`src/rtl/sevenseg_scan_ctrl.sv`:
```
// Four-digit multiplexed seven-segment scanner on the KCPSM6 port bus.
// Firmware programs digits and control once; anodes are then time-multiplexed with blanking.
module sevenseg_scan_ctrl #(
  parameter logic [7:0] BASE_ADDR    = 8'h20,
  parameter int         TICK_BASE    = 1024,
  parameter int         BLANK_CYCLES = 16
) (
  input  logic       clk,
  input  logic       reset_n,
  input  logic [7:0] port_id,
  input  logic [7:0] out_port,
  input  logic       write_strobe,
  output logic [7:0] rd_data,
  output logic [7:0] seg,
  output logic [3:0] an
);

  localparam int BASE_W = $clog2(TICK_BASE);
  localparam logic [BASE_W-1:0] BASE_LAST  = BASE_W'(TICK_BASE - 1);
  localparam logic [BASE_W-1:0] BLANK_LAST = BASE_W'((BLANK_CYCLES > 0) ? BLANK_CYCLES - 1 : 0);

  localparam logic [1:0] ST_OFF   = 2'd0;
  localparam logic [1:0] ST_BLANK = 2'd1;
  localparam logic [1:0] ST_DRIVE = 2'd2;

  logic [7:0]        r_dig [4];
  logic [7:0]        r_ctrl;
  logic [7:0]        r_div;
  logic [7:0]        r_frame;
  logic [1:0]        r_idx;
  logic [1:0]        r_state;
  logic [BASE_W-1:0] r_base_cnt;
  logic [7:0]        r_slot_cnt;
  logic [7:0]        r_seg;
  logic [3:0]        r_an;
  logic [7:0]        r_rd_data;

  logic [7:0]        w_off;
  logic              w_hit;
  logic              w_wr;
  logic              w_en;
  logic              w_hex;
  logic [3:0]        w_mask;
  logic              w_base_term;
  logic              w_slot_term;
  logic [1:0]        w_state_nxt;
  logic [1:0]        w_idx_nxt;
  logic [BASE_W-1:0] w_base_nxt;
  logic [7:0]        w_slot_nxt;
  logic              w_frame_inc;
  logic [7:0]        w_pat;
  logic [7:0]        w_rd_nxt;

  function automatic logic [6:0] hex_decode(input logic [3:0] v);
    case (v)
      4'h0:    return 7'h40;
      4'h1:    return 7'h79;
      4'h2:    return 7'h24;
      4'h3:    return 7'h30;
      4'h4:    return 7'h19;
      4'h5:    return 7'h12;
      4'h6:    return 7'h02;
      4'h7:    return 7'h78;
      4'h8:    return 7'h00;
      4'h9:    return 7'h10;
      4'hA:    return 7'h08;
      4'hB:    return 7'h03;
      4'hC:    return 7'h46;
      4'hD:    return 7'h21;
      4'hE:    return 7'h06;
      default: return 7'h0E;
    endcase
  endfunction

  // Modulo-256 offset also covers a register window that wraps past 8'hFF.
  assign w_off  = port_id - BASE_ADDR;
  assign w_hit  = (w_off < 8'd8);
  assign w_wr   = write_strobe && w_hit;
  assign w_en   = r_ctrl[0];
  assign w_hex  = r_ctrl[1];
  assign w_mask = r_ctrl[7:4];

  // >= so a DIV lowered below the running slot count ends the slot instead of wrapping.
  assign w_base_term = (r_base_cnt >= BASE_LAST);
  assign w_slot_term = (r_slot_cnt >= r_div);

  // NOTE: every output of a combinational block gets a default first, so no path can infer a latch.
  always_comb begin
    w_state_nxt = r_state;
    w_idx_nxt   = r_idx;
    w_base_nxt  = r_base_cnt;
    w_slot_nxt  = r_slot_cnt;
    w_frame_inc = 1'b0;
    if (!w_en) begin
      w_state_nxt = ST_OFF;
      w_idx_nxt   = 2'd0;
      w_base_nxt  = '0;
      w_slot_nxt  = 8'd0;
    end else if (r_state != ST_BLANK && r_state != ST_DRIVE) begin
      w_state_nxt = ST_BLANK;
    end else if (w_base_term && w_slot_term) begin
      w_state_nxt = ST_BLANK;
      w_idx_nxt   = r_idx + 2'd1;
      w_base_nxt  = '0;
      w_slot_nxt  = 8'd0;
      w_frame_inc = (r_idx == 2'd3);
    end else begin
      if (w_base_term) begin
        w_base_nxt = '0;
        w_slot_nxt = r_slot_cnt + 8'd1;
      end else begin
        w_base_nxt = r_base_cnt + BASE_W'(1);
      end
      if (r_state == ST_BLANK && r_base_cnt >= BLANK_LAST) begin
        w_state_nxt = ST_DRIVE;
      end
    end
  end

  assign w_pat = w_hex ? {~r_dig[w_idx_nxt][4], hex_decode(r_dig[w_idx_nxt][3:0])}
                       : r_dig[w_idx_nxt];

  always_comb begin
    w_rd_nxt = 8'h00;
    if (w_hit) begin
      case (w_off[2:0])
        3'd4:    w_rd_nxt = r_ctrl;
        3'd5:    w_rd_nxt = r_div;
        3'd6:    w_rd_nxt = r_frame;
        3'd7:    w_rd_nxt = {4'b0000, w_en, w_hex, r_idx};
        default: w_rd_nxt = r_dig[w_off[1:0]];
      endcase
    end
  end

  // NOTE: sequential state uses non-blocking assignments so every flop samples pre-edge values.
  always_ff @(posedge clk) begin
    if (!reset_n) begin
      // NOTE: the digit array is four small flop registers, not a RAM, so it is reset like the rest.
      for (int i = 0; i < 4; i++) r_dig[i] <= 8'h00;
      r_ctrl     <= 8'h00;
      r_div      <= 8'h00;
      r_frame    <= 8'h00;
      r_idx      <= 2'd0;
      r_state    <= ST_OFF;
      r_base_cnt <= '0;
      r_slot_cnt <= 8'd0;
      r_seg      <= 8'hFF;
      r_an       <= 4'hF;
      r_rd_data  <= 8'h00;
    end else begin
      if (w_wr) begin
        case (w_off[2:0])
          3'd0, 3'd1, 3'd2, 3'd3: r_dig[w_off[1:0]] <= out_port;
          3'd4:                   r_ctrl            <= out_port;
          3'd5:                   r_div             <= out_port;
          default:                ;
        endcase
      end
      if (w_frame_inc) r_frame <= r_frame + 8'd1;
      r_state    <= w_state_nxt;
      r_idx      <= w_idx_nxt;
      r_base_cnt <= w_base_nxt;
      r_slot_cnt <= w_slot_nxt;
      r_rd_data  <= w_rd_nxt;
      // Outputs follow the next state so the anodes line up with the slot counters.
      if (w_state_nxt == ST_DRIVE) begin
        r_seg <= w_pat;
        r_an  <= w_mask[w_idx_nxt] ? ~(4'b0001 << w_idx_nxt) : 4'hF;
      end else begin
        r_seg <= 8'hFF;
        r_an  <= 4'hF;
      end
    end
  end

  assign rd_data = r_rd_data;
  assign seg     = r_seg;
  assign an      = r_an;

endmodule

```
`config.mk`:
```
export PLATFORM = sky130hd
export DESIGN_NAME = sevenseg_scan_ctrl
export DESIGN_NICKNAME = d
export VERILOG_FILES = /design/src/rtl/sevenseg_scan_ctrl.sv
export SDC_FILE = /design/constraint.sdc
export NUM_CORES = 1
export LEC_CHECK = 0
export CAP_MARGIN = 0
export CORE_ASPECT_RATIO = 1.2
export CORE_MARGIN = 2
export CORE_UTILIZATION = 30
export DETAILED_ROUTE_END_ITERATION = 7
export SETUP_SLACK_MARGIN = 0.5
export SLEW_MARGIN = 5
export SYNTH_ARGS = -nofsm -noshare
export SYNTH_HDL_FRONTEND = slang
export SYNTH_SLANG_ARGS = --single-unit
export TNS_END_PERCENT = 10
```
`constraint.sdc`:
```
create_clock -name clk -period 7.63 [get_ports clk]
set_input_delay 1.526 -clock clk [delete_from_list [all_inputs] [get_ports clk]]
set_output_delay 1.526 -clock clk [all_outputs]
set_load 0.01 [all_outputs]
```
==> flow_summary.ini, run 1 <==
[die]
start_util = 0.3065
row_count = 51
die_h_um = 145.0
die-area_um2 = 17610
die_w_um = 121.5
coreArea_um2 = 16210
ios = 39

[global_route]
grt_pass1_wl_um = 19670
grt_max_degree = 26
antenna_found_initial = 0
grt-ovfl-total = 0
grt_pass1_vias = 3820
grt_usage = 0.1445

[setup_path]
cp.arrival_ps = 4850
path_max_fanout = 7
cp-end-kind = register
criticalPathCategory = register to register
cp-start-kind = register
cp.required_ps = 7860

[cts]
postCtsSetupRepairBufs = 0
ctsHoldBuffers = 0
h-tree-depth = 3
cts_tree = done
cts_resized = 0
clk_latency_ps = 360
clk_path_buf_depth = 2
clk_pin_slew_ps = 70
cts_made_buffers = 9
cts_num_sinks = 98
cts-root-buf = clkbuf_16

[layout]
syn_to_final_growth_pct = 16.93
multiInputGateArea_um2 = 2466
layout_commonest_cell = nor2_1
antennaDiodeCount = 0
drive_above_1_share = 0.06422
nNetsFinal = 580
final_cell_mix = 88 x nor2_1, 66 x dfxtp_1, 42 x nand2_1, 38 x clkdlybuf4s50_1, 34 x inv_1
seq_area_um2 = 2282
fillCellCount = 1677
design_area_um2 = 5808

[detailed_routing]
postRouteWirelength_um = 12450
avgViaCountPerCell = 5.061
firstDrtPassIters = 6
drtIter0Drc = 255
avgRoutedWirePerCell_um = 16.44
ant_nets = 0
drc = 0
vias = 3831

[sta]
skew_ps = 7.783
slew_violations = 0
rsz0062_at_grt = no
relSlewSlack = 0.1621
setup-violations-final = 0
fin_crit_sh = 0.6049
worstMarginPinSlew_ps = 1244
period_needed_ps = 4615
hold_viol_final = 0
setup_tns_ps = 0
fmax_ghz = 0.2167

[synth]
synth_edf_count = 32
synth_seq_cells = 98
postSynthAreaPerCell_um2 = 9.702
yosysWarnings = 0
ys_seq_area_frac = 0.4594
synth_fp_nets = 552
synthesis.area_um2 = 4967
synthCells = 512
synth_cell_types = 49
ys.flop_type = dfxtp_1
postSynth.asyncResetShare = 0

[worst_hold_path]
hold_class = register to register

[pwr]
vdd_ir_drop_max_v = 0.00009456
clock_power_share = 0.415
p_int_mw = 0.7976
p_sw_mw = 0.2511
p_comb_frac = 0.057
power_leakage_nw = 2.068
switching_share = 0.2394
seqPwrFrac = 0.528
powerDensity_nw_per_um2 = 180.6

[outcome]
outcome = complete, no violations

[place]
place.detailed.hpwl_um = 9435
dpl_cell_area_um2 = 5533
place.gp.congestion = 0.9114
portBuffers = 38

[job]
maxCapViolCount = 0
==> critical path: stages (launching register included) <==
cell and delay, ps:
dfxtp_1 390, inv_1 90, ha_1 270, nand2b_1 140, a2111oi_1 680, nor4b_1 240
o21ai_0 390, a211oi_1 140, nor4_1 950, inv_1 290, ha_1 340, mux2i_1 150
a21oi_1 80, or3_1 340
==> power by group through the flow <==
stage          clock network (mW)  registers (mW)  logic [mW]
6_report                    0.435           0.554      0.0599
5_1_grt                     0.461           0.554      0.0654
2_1_floorplan                   0           0.562      0.0392
3_5_place_dp                    0           0.565      0.0600
4_1_cts                     0.442           0.553      0.0603
3_3_place_gp                    0           0.565      0.0590
==> sequential cells by signal, summed over array words and instances (netlist names) <==
name,flops
an,4
r_base_cnt,10
r_ctrl,8
r_dig,32
r_div,8
r_frame,8
r_idx,2
r_slot_cnt,8
r_state,2
rd_data,8
seg,8
==> Yosys cell counts (2+ instances only) <==
cell type / instances / area [µm²]
xnor2_1: 3 / 26.28
nor2b_1: 5 / 31.28
mux4_2: 12 / 270.3
a222oi_1: 5 / 50.05
a211o_1: 2 / 17.52
nand4b_1: 3 / 26.28
buf_2: 4 / 20.02
and3_1: 5 / 31.28
nand3_1: 10 / 50.05
o21ai_0: 12 / 60.06
xor2_1: 17 / 148.9
a211oi_1: 9 / 67.56
o211ai_1: 4 / 30.03
a22o_1: 2 / 17.52
edfxtp_1: 32 / 960.9
nand2_1: 42 / 157.7
nor4_1: 7 / 43.79
a22oi_1: 2 / 15.01
dfxtp_1: 66 / 1321
mux2i_1: 31 / 310.3
o21a_1: 2 / 15.01
or3_1: 7 / 43.79
nand4_1: 9 / 56.30
a31oi_1: 4 / 25.02
nand3b_1: 2 / 15.01
clkbuf_1: 18 / 67.56
a21oi_1: 20 / 100.1
ha_1: 21 / 262.8
nand2b_1: 7 / 43.79
or4_1: 3 / 22.52
o22ai_1: 5 / 31.28
nor2_1: 88 / 330.3
mux2_2: 4 / 45.04
inv_1: 34 / 127.6
==> stage by stage <==
stage	setup WS, ps	instances	power [mW]	util	hold slack, ps
detailed placement	2936	741	0.6252	0.3414	483.5
CTS	3041	757	1.055	0.3583	508.3
floorplan	3915	512	0.6008	-	455.4
global route	2564	757	1.081	0.3583	530.6
finish	3015	757	1.049	0.3583	511.0
global placement	2965	741	0.6242	0.3414	479.5
==> area by class of cell <==
type	count	area share
clock buffer	9	0.03878
clock inverter	7	0.008617
inverter	35	0.02262
multi-input combinational	357	0.4246
sequential	98	0.3929
tap	212	0.04567
timing repair buffer	39	0.06678
==> path summary, 6_finish.rpt <==
path	slack, ps	cells past startpoint	end	from
setup / recovery	3010	13	seg[3]$_SDFF_PN1_	r_slot_cnt[0]$_SDFFE_PN0P_
hold / removal	510	2	r_ctrl[3]$_SDFFE_PN0P_	r_ctrl[3]$_SDFFE_PN0P_
setup reg to reg	3010	13	seg[3]$_SDFF_PN1_	r_slot_cnt[0]$_SDFFE_PN0P_
hold reg to reg	510	2	r_ctrl[3]$_SDFFE_PN0P_	r_ctrl[3]$_SDFFE_PN0P_
==> cells by family (layout without fill, tap and decap cells) <==
| logic type | after synthesis | count (layout) | synth area share |
|---|---|---|---|
| and+or+nand+nor | 194 | 194 | 0.1819 |
| buffers and inverters | 57 | 90 | 0.04408 |
| AOI/OAI and AO/OA | 75 | 75 | 0.1005 |
| DFF | 98 | 98 | 0.4594 |
| xor gates and xnor gates | 20 | 20 | 0.03526 |
| adders and majority gates | 21 | 21 | 0.05290 |
| muxes | 47 | 47 | 0.1259 |
==> per-layer routing <==
layer,wire (µm),share of wire,global-route usage
met3,512,0.041,0.04206
met1,5389,0.43,0.1710
met5,0,0,0
met2,6284,0.50,0.2486
met4,259,0.021,0.04770
No activity file was read; power rests on OpenSTA's default activity.
==> run 2, diff against run 1 <==
==> constraint.sdc (replaced) <==
create_clock -name clk -period 3.8 [get_ports clk]
set_input_delay 0.76 -clock clk [delete_from_list [all_inputs] [get_ports clk]]
set_output_delay 0.76 -clock clk [all_outputs]
set_load 0.01 [all_outputs]
==> run 2 against run 1 <==
Wire length grew 4.6%; register-to-register slack lost 2700 ps; highest routed layer unchanged; count of clock-buffer cells in the layout grew 3; cell area grew 9.8%; sequential cell count is the same.
==> flow_summary.ini, run 2 (synthesized netlist as in run 1, its figures left out) <==
[global_route]
grt_usage = 0.1511
grt_max_degree = 26
antenna_found_initial = 0
grt-ovfl-total = 0
use_met2 = 0.2587
grt_pass1_wl_um = 20560
grt_util_met1 = 0.1807
gr-usage-met3 = 0.02634
gr-max-usage-layer = met2
grt_pass1_vias = 3994

[pwr]
p_comb_frac = 0.068
clock_power_share = 0.420
vdd_ir_drop_max_v = 0.0001913
p_sw_mw = 0.5051
powerDensity_nw_per_um2 = 338.7
seqPwrFrac = 0.512
switching_share = 0.2339
p_int_mw = 1.655
power_leakage_nw = 2.323

[setup_path]
cp.arrival_ps = 3700
cp.required_ps = 4050
path_max_fanout = 6
cp-end-kind = register
criticalPathCategory = register to register
cp-start-kind = register

[layout]
nNetsFinal = 627
antennaDiodeCount = 0
top_regs = r_dig (32), r_base_cnt (10)
final_cell_mix = 87 x nor2_1, 60 x dfxtp_1, 46 x buf_4, 42 x nand2_1, 38 x clkdlybuf4s50_1
syn_to_final_growth_pct = 28.36
design_area_um2 = 6376
drive_above_1_share = 0.1892
layout_commonest_cell = nor2_1
largest_reg_flops = 32
top_register = r_dig
fin_cells = 804

[die]
die_h_um = 145.0
coreArea_um2 = 16210
row_count = 51
start_util = 0.3065
die_w_um = 121.5
die-area_um2 = 17610
ios = 39

[outcome]
outcome = complete, no violations

[cts]
clk_path_buf_depth = 2
cts_tree = done
cts_made_buffers = 9
cts-root-buf = clkbuf_16
cts_num_sinks = 98
h-tree-depth = 3
clk_pin_slew_ps = 70
clk_latency_ps = 360

[sta]
hold_viol_final = 0
fmax_ghz = 0.2902
rsz0062_at_grt = yes
skew_ps = 8.862
slew_violations = 0
setup_tns_ps = 0
setup-violations-final = 0
period_needed_ps = 3446
worstMarginPinSlew_ps = 645.5
fin_crit_sh = 0.9068
whs_ps = 495.5
worst_slack_ps = 354.1
relSlewSlack = 0.5691

[detailed_routing]
vias = 4066
ant_nets = 0
avgViaCountPerCell = 5.057
drtIter0Drc = 230
avgRoutedWirePerCell_um = 16.19
postRouteWirelength_um = 13020
firstDrtPassIters = 4
drc = 0

[place]
place_ws_ps = 98.51
placed_cells = 766
portBuffers = 38
dpl_cell_area_um2 = 5814
place.gp.congestion = 0.8191
place.detailed.hpwl_um = 9366

[job]
maxCapViolCount = 0

[worst_hold_path]
hold_class = register to register
run 2: path summary, 6_finish.rpt:
| kind | from | to | slack (ps) | cells past startpoint |
|---|---|---|---|---|
| max | r_base_cnt[0]$_SDFFE_PN0N_ | seg[1]$_SDFF_PN1_ | 350 | 13 |
| min | r_ctrl[3]$_SDFFE_PN0P_ | r_ctrl[3]$_SDFFE_PN0P_ | 500 | 2 |
| max reg2reg | r_base_cnt[0]$_SDFFE_PN0N_ | seg[1]$_SDFF_PN1_ | 350 | 13 |
| min reg2reg | r_ctrl[3]$_SDFFE_PN0P_ | r_ctrl[3]$_SDFFE_PN0P_ | 500 | 2 |
run 2: through the flow:
stage          total power [mW]    util
6_report                  2.160  0.3934
4_1_cts                   2.172  0.3857
5_1_grt                   2.230  0.3934
3_3_place_gp              1.266  0.3587
2_1_floorplan             1.209       -
3_5_place_dp              1.269  0.3587
run 2: area by class of cell:
type                       instances  area (µm²)
clock inverter                     4       35.03
clock buffer                      12       256.5
inverter                          35       131.4
timing repair buffer              86       748.2
fill                            1625        9832
tap                              212       265.3
sequential                        98        2292
multi-input combinational        357        2648
run 2: metal layers:
metal	wire, µm	vias to the layer above	share of wire
li1	-	1967	-
met1	5470	1975	0.42
met2	6680	101	0.51
met3	485	23	0.037
met4	380	0	0.029
met5	0	-	0
run 2: repair_timing:
item                                    CTS  global route
resized for setup                        14             8
gates cloned                              0             0
setup buffers                            11            11
pin swaps                                11            12
endpoints found under the setup margin    7             8
hold buffers                              0             0
run 2: worst max-delay path, cell delays in order, from the launching register on:
cell and delay (ps):
dfxtp_4 360, ha_4 140, nand3_4 80, or4_4 550, or4_4 470, nand4b_1 220
buf_4 150, a211oi_2 70, nor4_4 370, buf_6 190, ha_4 200, mux2_2 260
a32oi_1 200, nand2_1 70
run 2: power by group through the flow:
stage,Combinational (mW),Sequential (mW),Clock (mW)
2_1_floorplan,0.0813,1.13,0
3_3_place_gp,0.136,1.13,0
3_5_place_dp,0.138,1.13,0
4_1_cts,0.146,1.11,0.920
5_1_grt,0.157,1.11,0.963
6_report,0.147,1.11,0.906
==> run 3, diff against run 2 <==
--- a/config.mk
+++ b/config.mk
@@ -5,7 +5,6 @@
 export SDC_FILE = /design/constraint.sdc
 export NUM_CORES = 1
 export LEC_CHECK = 0
-export CAP_MARGIN = 0
 export CORE_ASPECT_RATIO = 1.2
 export CORE_MARGIN = 2
 export CORE_UTILIZATION = 30
==> results of run 3 <==
Final layout, timing and power as in run 2 (identical DEF).
